### config.mk
export PLATFORM = sky130hd
export DESIGN_NAME = sample_buf
export DESIGN_NICKNAME = d
export VERILOG_FILES = /design/src/rtl/sample_pkg.sv /design/src/rtl/sample_queue.sv /design/src/rtl/sample_buf.sv
export SDC_FILE = /design/constraint.sdc
export NUM_CORES = 1
export LEC_CHECK = 0
export CAP_MARGIN = 20
export CELL_PAD_IN_SITES_DETAIL_PLACEMENT = 1
export CELL_PAD_IN_SITES_GLOBAL_PLACEMENT = 2
export CORE_MARGIN = 4
export CORE_UTILIZATION = 25
export CTS_CLUSTER_DIAMETER = 120
export DETAILED_ROUTE_END_ITERATION = 10
export HOLD_SLACK_MARGIN = 0.1
export PLACE_DENSITY_LB_ADDON = 0.1
export SYNTH_ARGS = -nofsm -noshare
export SYNTH_HDL_FRONTEND = slang
export SYNTH_HIERARCHICAL = 1
export SYNTH_SLANG_ARGS = --single-unit
### constraint.sdc
create_clock -name clk -period 2.64 [get_ports clk]
set_clock_uncertainty 0.1 [all_clocks]
set_input_delay 0.396 -clock clk [delete_from_list [all_inputs] [get_ports clk]]
set_output_delay 0.396 -clock clk [all_outputs]
set_load 0.02 [all_outputs]
### src/rtl/sample_pkg.sv
// Shared sizing helpers and slot-control encoding for the sample buffer.
package sample_pkg;

  // What the output slot does on the coming clock edge.
  typedef enum logic [1:0] {
    SLOT_IDLE       = 2'd0,  // slot busy with unconsumed sample, keep it
    SLOT_LOAD_QUEUE = 2'd1,  // refill slot from the queue head
    SLOT_LOAD_DIN   = 2'd2,  // refill slot (or bypass) straight from din
    SLOT_DRAIN      = 2'd3   // slot freed, nothing fresh to load
  } slot_act_e;

  // Occupancy counter width: must represent 0..depth inclusive.
  function automatic int cnt_width(input int depth);
    return $clog2(depth) + 1;
  endfunction

  // Circular pointer width; depth is a power of two so pointers wrap for free.
  function automatic int ptr_width(input int depth);
    return (depth > 1) ? $clog2(depth) : 1;
  endfunction

  // Increment that sticks at max_val instead of wrapping.
  function automatic logic [31:0] sat_inc(input logic [31:0] val,
                                          input logic [31:0] max_val);
    return (val >= max_val) ? val : val + 32'd1;
  endfunction

endpackage

### src/rtl/sample_queue.sv
// Circular overwrite queue: on push while full (and no pop) the oldest entry
// is discarded and a one-cycle drop strobe is raised.
module sample_queue
  import sample_pkg::*;
#(
  parameter int DATA_W = 8,
  parameter int DEPTH  = 4
) (
  input  logic                        clk,
  input  logic                        rst,
  input  logic                        push,
  input  logic                        pop,
  input  logic [DATA_W-1:0]           wdata,
  output logic [DATA_W-1:0]           head,
  output logic [cnt_width(DEPTH)-1:0] count,
  output logic                        full,
  output logic                        empty,
  output logic                        drop
);

  localparam int PTR_W  = ptr_width(DEPTH);
  localparam int CNT_QW = cnt_width(DEPTH);
  localparam logic [CNT_QW-1:0] CNT_FULL = CNT_QW'(DEPTH);

  logic [DATA_W-1:0] mem_q [DEPTH];
  logic [PTR_W-1:0]  wr_ptr_q, wr_ptr_d;
  logic [PTR_W-1:0]  rd_ptr_q, rd_ptr_d;
  logic [CNT_QW-1:0] count_q, count_d;
  logic              do_pop;
  logic              mem_we;

  assign full  = (count_q == CNT_FULL);
  assign empty = (count_q == '0);
  assign count = count_q;
  assign head  = mem_q[rd_ptr_q];

  // Pointer/count update; push-while-full without pop overwrites the oldest.
  always_comb begin
    wr_ptr_d = wr_ptr_q;
    rd_ptr_d = rd_ptr_q;
    count_d  = count_q;
    drop     = 1'b0;
    mem_we   = 1'b0;
    do_pop   = pop && !empty;
    if (push) begin
      mem_we   = 1'b1;
      wr_ptr_d = wr_ptr_q + 1'b1;
      if (do_pop) begin
        rd_ptr_d = rd_ptr_q + 1'b1;
      end else if (full) begin
        rd_ptr_d = rd_ptr_q + 1'b1;
        drop     = 1'b1;
      end else begin
        count_d = count_q + 1'b1;
      end
    end else if (do_pop) begin
      rd_ptr_d = rd_ptr_q + 1'b1;
      count_d  = count_q - 1'b1;
    end
  end

  // Control state: pointers and occupancy, cleared asynchronously.
  always_ff @(posedge clk or posedge rst) begin
    if (rst) begin
      wr_ptr_q <= '0;
      rd_ptr_q <= '0;
      count_q  <= '0;
    end else begin
      wr_ptr_q <= wr_ptr_d;
      rd_ptr_q <= rd_ptr_d;
      count_q  <= count_d;
    end
  end

  // Sample storage; contents are meaningless until written, so no reset.
  always_ff @(posedge clk) begin
    if (mem_we) begin
      mem_q[wr_ptr_q] <= wdata;
    end
  end

endmodule

### src/rtl/sample_buf.sv
// Always-ready sampler: registered output slot backed by an overwrite queue,
// optional combinational bypass, optional hold of the last value, and a
// saturating count of discarded samples.
module sample_buf
  import sample_pkg::*;
#(
  parameter int                DEPTH      = 4,
  parameter int                HOLD       = 1,
  parameter int                LATENCY    = 1,
  parameter int                DATA_W     = 8,
  parameter logic [DATA_W-1:0] INIT       = '0,
  parameter bit                INIT_VALID = 1'b0,
  parameter int                CNT_W      = 16
) (
  input  logic              clk,
  input  logic              rst,
  input  logic              din_valid,
  input  logic [DATA_W-1:0] din_data,
  output logic              din_ready,
  output logic              dout_valid,
  output logic [DATA_W-1:0] dout_data,
  input  logic              dout_ready,
  output logic [CNT_W-1:0]  drop_cnt,
  output logic              overflow
);

  localparam logic [31:0] CNT_MAX = 32'({CNT_W{1'b1}});

  logic [DATA_W-1:0]           out_reg_q, out_reg_d;
  logic                        out_fresh_q, out_fresh_d;
  logic                        have_last_q, have_last_d;
  logic [CNT_W-1:0]            drop_cnt_q, drop_cnt_d;

  logic                        bypass;
  logic                        slot_free;
  slot_act_e                   slot_act;

  logic                        q_push;
  logic                        q_pop;
  logic [DATA_W-1:0]           q_head;
  logic [cnt_width(DEPTH)-1:0] q_count;
  logic                        q_full;
  logic                        q_empty;
  logic                        q_drop;
  logic                        unused_q_status;

  sample_queue #(
    .DATA_W (DATA_W),
    .DEPTH  (DEPTH)
  ) u_queue (
    .clk   (clk),
    .rst   (rst),
    .push  (q_push),
    .pop   (q_pop),
    .wdata (din_data),
    .head  (q_head),
    .count (q_count),
    .full  (q_full),
    .empty (q_empty),
    .drop  (q_drop)
  );

  // Occupancy detail is only needed inside the queue itself.
  assign unused_q_status = ^{q_count, q_full};

  // The producer is free-running and is never stalled.
  assign din_ready = 1'b1;

  // Bypass only when nothing older is waiting, so ordering is preserved.
  assign bypass     = (LATENCY == 0) && !out_fresh_q && q_empty && din_valid;
  assign dout_valid = out_fresh_q || bypass || ((HOLD != 0) && have_last_q);
  assign dout_data  = bypass ? din_data : out_reg_q;
  assign slot_free  = !out_fresh_q || dout_ready;
  assign drop_cnt   = drop_cnt_q;
  assign overflow   = q_drop;

  // Decide how the output slot is refilled on this edge.
  always_comb begin
    slot_act = SLOT_IDLE;
    if (slot_free) begin
      if (!q_empty) begin
        slot_act = SLOT_LOAD_QUEUE;
      end else if (din_valid) begin
        slot_act = SLOT_LOAD_DIN;
      end else begin
        slot_act = SLOT_DRAIN;
      end
    end
  end

  // Next-state for slot, hold flag, queue strobes and drop counter.
  always_comb begin
    out_reg_d   = out_reg_q;
    out_fresh_d = out_fresh_q;
    have_last_d = have_last_q;
    drop_cnt_d  = drop_cnt_q;
    q_pop       = 1'b0;
    // Any sample not taken directly into the slot goes to the queue.
    q_push      = din_valid && (slot_act != SLOT_LOAD_DIN);

    case (slot_act)
      SLOT_LOAD_QUEUE: begin
        out_reg_d   = q_head;
        out_fresh_d = 1'b1;
        q_pop       = 1'b1;
      end
      SLOT_LOAD_DIN: begin
        out_reg_d   = din_data;
        // A bypassed sample taken this cycle is already delivered.
        out_fresh_d = !(bypass && dout_ready);
      end
      SLOT_DRAIN: begin
        out_fresh_d = 1'b0;
      end
      default: begin
      end
    endcase

    if ((slot_act == SLOT_LOAD_QUEUE) || (slot_act == SLOT_LOAD_DIN) ||
        (dout_valid && dout_ready)) begin
      have_last_d = 1'b1;
    end

    if (q_drop) begin
      drop_cnt_d = CNT_W'(sat_inc(32'(drop_cnt_q), CNT_MAX));
    end
  end

  // Slot, hold flag and drop counter; reset discards everything at once.
  always_ff @(posedge clk or posedge rst) begin
    if (rst) begin
      out_reg_q   <= INIT;
      out_fresh_q <= 1'b0;
      have_last_q <= INIT_VALID;
      drop_cnt_q  <= '0;
    end else begin
      out_reg_q   <= out_reg_d;
      out_fresh_q <= out_fresh_d;
      have_last_q <= have_last_d;
      drop_cnt_q  <= drop_cnt_d;
    end
  end

endmodule

==> results of run 1 <==
synthesized netlist by cell type, types with 2 or more instances:
| library cell | n |
|---|---|
| clkbuf_1 | 2 |
| xor2_1 | 9 |
| and4_1 | 4 |
| buf_6 | 6 |
| nor2_1 | 14 |
| nor3_1 | 3 |
| nand3_1 | 8 |
| a31oi_1 | 3 |
| edfxtp_1 | 32 |
| ha_1 | 9 |
| inv_1 | 8 |
| mux4_2 | 8 |
| nor3b_2 | 3 |
| a21oi_1 | 11 |
| dfrtp_1 | 33 |
| xnor2_1 | 4 |
| mux2i_1 | 11 |
| and3_2 | 3 |
| and2_1 | 4 |
| nand4_1 | 4 |
| buf_4 | 3 |
| o21ai_1 | 4 |
| mux2_2 | 2 |
| nand2_1 | 12 |
| nor3b_1 | 2 |
state kept, by name, indices dropped and copies added (netlist names):
name              count
u_queue/mem_q        32
drop_cnt             16
dout_data             8
u_queue/count         3
u_queue/rd_ptr_q      2
u_queue/wr_ptr_q      2
have_last_q           1
out_fresh_q           1
path summary, 6_finish.rpt:
kind	endpoint	slack, ns
setup reg to reg	drop_cnt[9]$_DFFE_PP0P_	0.20
max in group asynchronous	drop_cnt[8]$_DFFE_PP0P_	1.77
hold / removal	have_last_q$_DFFE_PP0P_	0.24
hold reg to reg	have_last_q$_DFFE_PP0P_	0.35
setup / recovery	u_queue/count[2]$_DFFE_PP0P_	0.09
min in group asynchronous	u_queue/count[0]$_DFFE_PP0P_	0.26
layer usage:
metal / wire, um / global-route usage / vias up / part of all wire
met2: 3330 / 0.160 / 28 / 0.46
met3: 245 / 0.0290 / 10 / 0.034
met1: 3500 / 0.146 / 990 / 0.49
met5: 0 / 0 / - / 0
li1: - / - / 945 / -
met4: 127 / 0.0500 / 0 / 0.018
worst max-delay path, cell delays in order:
cell,delay [ns]
clkdlybuf4s50_1,0.48
nand2_1,0.12
nand2_2,0.06
ha_2,0.20
nor2b_4,0.14
clkinvlp_4,0.12
buf_4,0.16
fa_2,0.38
or3b_4,0.40
o211ai_2,0.07
nand4_1,0.11
report_power, final:
part           switching, uW  internal [uW]  leakage (uW)
Combinational            678            716      0.000764
Sequential               188           1320      0.000703
Clock                    431            825      0.000147
kinds of logic after synthesis:
family / Yosys count
compound gates: 28
other cells: 1
xor+xnor: 13
buf+inv: 21
simple gates: 66
mux: 22
fa+ha+maj: 10
flops: 65
what timing repair did:
action | CTS | global route
resized for setup | 4 | 8
pin swaps | 1 | 4
hold buffers | 0 | 0
setup buffers | 0 | 0
endpoints found under the setup margin | 2 | 8
per-stage QoR:
step	std cells	instance area (sq um)	setup TNS (ns)	utilization
floorplan	226	3150	-0.164	-
global placement	419	3810	-2.63	0.317
detailed placement	419	3810	-2.84	0.317
CTS	435	4120	0	0.343
global route	435	4150	-0.0203	0.345
finish	435	4150	0	0.345
cell type report:
| cell class | count | area share |
|---|---|---|
| Inverter | 8 | 0.00814 |
| Clock inverter | 5 | 0.0193 |
| Tap cell | 147 | 0.0443 |
| Multi-Input combinational cell | 140 | 0.300 |
| Sequential cell | 65 | 0.431 |
| Clock buffer | 11 | 0.0561 |
| Timing Repair Buffer | 59 | 0.141 |
==> flow_summary.ini, run 1 <==
[place]
port_buffers = 37
dp_hpwl_mm = 5.00
place_congestion = 0.678
pre_cts_slack_ns = -0.356

[yosys]
synth_top_area_frac = 0.313
synth_mux_area_frac = 0.107
synth_nets = 248
synthArstFlopShare = 0.508
synth-compound-area-share = 0.0582
synth_adder_area_share = 0.0432
synth_top_area_cell = edfxtp_1
synth_seq_cells = 65
syn-mean-instance-area_sq_um = 13.6
synth-edff-count = 32
synth_xor_area_frac = 0.0371
synth-seq-area-share = 0.581
ys_top_cells_by_area = edfxtp_1 (31%), dfrtp_1 (27%), mux4_2 (5.9%), ha_1 (3.7%), mux2i_1 (3.6%)
ys_types = 49
synth_simple_gate_area_frac = 0.127
synth_top_family_by_area = simple AND/OR/NAND/NOR gates
synthFlopType = dfrtp_1
yosys_warnings = 6
syn-instance-count = 226
synth_area_sq_um = 3070

[status]
status = finished clean

[timing]
final.period_utilization = 0.967
holdWs_ns = 0.242
worstMarginPinSlew_ns = 0.603
finalSetupViolations = 0
finalHoldViolations = 0
slew_viol_final = 0
finalWorstSetupSlack_ns = 0.0882
fin_crit_ns = 2.55
max_freq_mhz = 392
slew_headroom = 0.598

[layout]
layout_commonest_cell = clkdlybuf4s50_1
diodes = 0
regArea_sq_um = 1790
fin_nets = 305
fillerInstances = 1298
multiInputGateArea_sq_um = 1240
drive_above_1_share = 0.260
area_delta_synth_final_pct = 35.0
mostFrequentLayoutCells = clkdlybuf4s50_1 (35), dfrtp_1 (33), edfxtp_1 (32), buf_4 (17), nor2_1 (14)

[global_route]
antenna_found_initial = 0
gr-total-overflow = 0
grtUsageTotal = 0.108
grt_max_degree = 27
grt_pass1_wl_mm = 11.5
grt_pass1_vias = 2092

[worst_hold_path]
min_path_type = in2reg
min-delay-start = dout_ready
hold_path_depth = 2

[die]
chipHeight_um = 119
dieArea_sq_um = 14100
io_pins = 39
core_sq_um = 12000
rows = 40
die_w_um = 119
initial_utilization = 0.256

[power_and_ir_drop]
p_per_area_nw_per_um2 = 1000
max-vdd-ir-drop_mv = 0.289
power_uw = 4160
power.leakage_uw = 0.00161

[cts]
cts_made_buffers = 9
path_clk_slew_ns = 0.05
cts_buffer_depth = 2
root_buffer = clkbuf_16
cts_sinks = 65
cts_tree = yes
htreeDepth = 3
clkLatencyLatePin_ns = 0.33

[worst_setup_path]
end_kind = flip-flop
timing_worst_setup_path_type = in2reg
critPathRequiredTime_ns = 2.74
reg2reg_from = u_queue/count[2]$_DFFE_PP0P_
critPathLaunch = din_valid
path_max_fanout = 3
worstPathArrival_ns = 2.65
critPathLaunchType = input port
ff2ff_path_depth = 12

[route]
viasPerCell = 4.54
postRouteAntennaNets = 0
drt_wl_total_mm = 7.20
vias = 1973
drtPass1Iterations = 3
drc = 0
drt_iter0_drc = 42
wl_per_cell_um = 16.6

[run]
cap_violations = 0
Note: power is estimated with default switching activity, not from simulation.
==> run 2: changes to the inputs <==
- CTS_BUF_LIST: default -> sky130_fd_sc_hd__clkbuf_4 sky130_fd_sc_hd__clkbuf_8
- CTS_CLUSTER_SIZE: default -> 24
==> run 2 against run 1 <==
Count of clock-buffer cells in the layout stayed put. Global-route usage decreased by 0.091 points. Largest power group unchanged. Non-clock buffer count stayed put. Critical path depth unchanged. Highest routed layer unchanged. Via count down 0.41%. Hold slack lost 0.020 ns.
==> flow_summary.ini, run 2 (same netlist as run 1, synthesis figures left out) <==
[layout]
design_area_sq_um = 4050
area_delta_synth_final_pct = 31.9
multiInputGateArea_sq_um = 1240
regArea_sq_um = 1790
fin_nets = 305
regMostFlops = u_queue/mem_q
finalNonFillerCells = 435
fillerInstances = 1295
layout_commonest_cell = clkdlybuf4s50_1
drive_above_1_share = 0.267
mostFrequentLayoutCells = clkdlybuf4s50_1 (35), dfrtp_1 (33), edfxtp_1 (32), buf_4 (17), nor2_1 (14)
diodes = 0
largest_reg_flops = 32

[timing]
fin_setup_tns_ns = 0
max_freq_mhz = 396
finalSetupViolations = 0
fin_crit_ns = 2.52
worstMarginPinSlew_ns = 0.602
final.period_utilization = 0.956
slew_viol_final = 0
slew_headroom = 0.599
finalHoldViolations = 0

[die]
rows = 40
chipHeight_um = 119
initial_utilization = 0.256
die_w_um = 119
io_pins = 39
core_sq_um = 12000
dieArea_sq_um = 14100

[worst_setup_path]
crit_slowest_cell = clkdlybuf4s50_1
slowest_delay_ns = 0.47
end_kind = flip-flop
cp.buffers_inverters = 3
critPathLaunch = din_valid
crit_chain = clkdlybuf4s50_1, nand2_1, nand2_2, ha_2, nor2b_4, clkinvlp_4, buf_4, fa_2, or3b_4, o211ai_2, nand4_1
ff2ff_path_depth = 12
r2r_slack_ns = 0.21
critPathLaunchType = input port
crit_family = simple AND/OR/NAND/NOR gates
timing_worst_setup_path_type = in2reg
cp.depth = 11
path_max_fanout = 3
critPathRequiredTime_ns = 2.75
reg2reg_from = u_queue/count[1]$_DFFE_PP0P_
worstPathArrival_ns = 2.64

[route]
drt_iter0_drc = 41
wl_per_cell_um = 16.5
viasPerCell = 4.52
drtPass1Iterations = 4
drt_wl_total_mm = 7.17
vias = 1965
postRouteAntennaNets = 0
drc = 0

[place]
place_congestion = 0.678
postPlaceCellArea_sq_um = 3810
port_buffers = 37
placed_cells = 419
dp_hpwl_mm = 5.00

[worst_hold_path]
hold_path_depth = 2
min_path_type = in2reg
min-delay-start = dout_ready

[global_route]
grt_pass1_wl_mm = 11.5
grt_pass1_vias = 2100
gr-total-overflow = 0
grt_max_degree = 27
antenna_found_initial = 0
grtUsageTotal = 0.107

[power_and_ir_drop]
power.leakage_uw = 0.00157
p_per_area_nw_per_um2 = 947
max-vdd-ir-drop_mv = 0.246
power_uw = 3840

[cts]
cts_buffer_depth = 2
path_clk_slew_ns = 0.07
cts_sinks = 65
root_buffer = clkbuf_8
ctsHoldBuffers = 0
cts_tree = yes
clkLatencyLatePin_ns = 0.34
cts_made_buffers = 9
htreeDepth = 3

[status]
status = finished clean

[run]
cap_violations = 0
-- run 2: cell counts in the layout (fill, tap and decap cells not counted) --
No cell type changed its count.
-- run 2: repair_timing --
item                                    in CTS  in global routing
endpoints found under the setup margin       2                  8
gates resized for setup                      4                  8
endpoints found under the hold margin        0                  0
pin swaps                                    1                  4
setup buffers                                0                  0
-- run 2: layout make-up --
| cell class | count | area share |
|---|---|---|
| sequential | 65 | 0.441 |
| multi-input combinational | 140 | 0.307 |
| timing repair buffer | 59 | 0.145 |
| tap | 147 | 0.0454 |
| clock buffer | 11 | 0.0343 |
| clock inverter | 5 | 0.0198 |
| inverter | 8 | 0.00833 |
-- run 2: per-stage QoR --
stage / hold WS, ns / util / setup WS, ns
after floorplan: 0.0994 / - / -0.0655
after global placement: 0.337 / 0.317 / -0.298
after detailed placement: 0.346 / 0.317 / -0.356
after CTS: 0.244 / 0.336 / 0.00236
after global routing: 0.244 / 0.338 / -0.0176
final: 0.222 / 0.338 / 0.116
-- run 2: final timing paths --
path | end
setup / recovery | u_queue/count[2]$_DFFE_PP0P_
hold / removal | have_last_q$_DFFE_PP0P_
setup reg to reg | drop_cnt[9]$_DFFE_PP0P_
hold reg to reg | have_last_q$_DFFE_PP0P_
max in group asynchronous | drop_cnt[8]$_DFFE_PP0P_
min in group asynchronous | u_queue/count[0]$_DFFE_PP0P_
-- run 2: per-layer routing --
metal  track usage  wire [um]  vias up
met3        0.0233        252       10
li1              -          -      944
met2         0.161       3350       34
met5             0          0        -
met4        0.0521        112        0
met1         0.146       3460      977
-- run 2: power by group --
part | internal (uW) | switching, uW
Sequential | 1320 | 189
Clock | 552 | 392
Combinational | 717 | 674
Total | 2580 | 1250
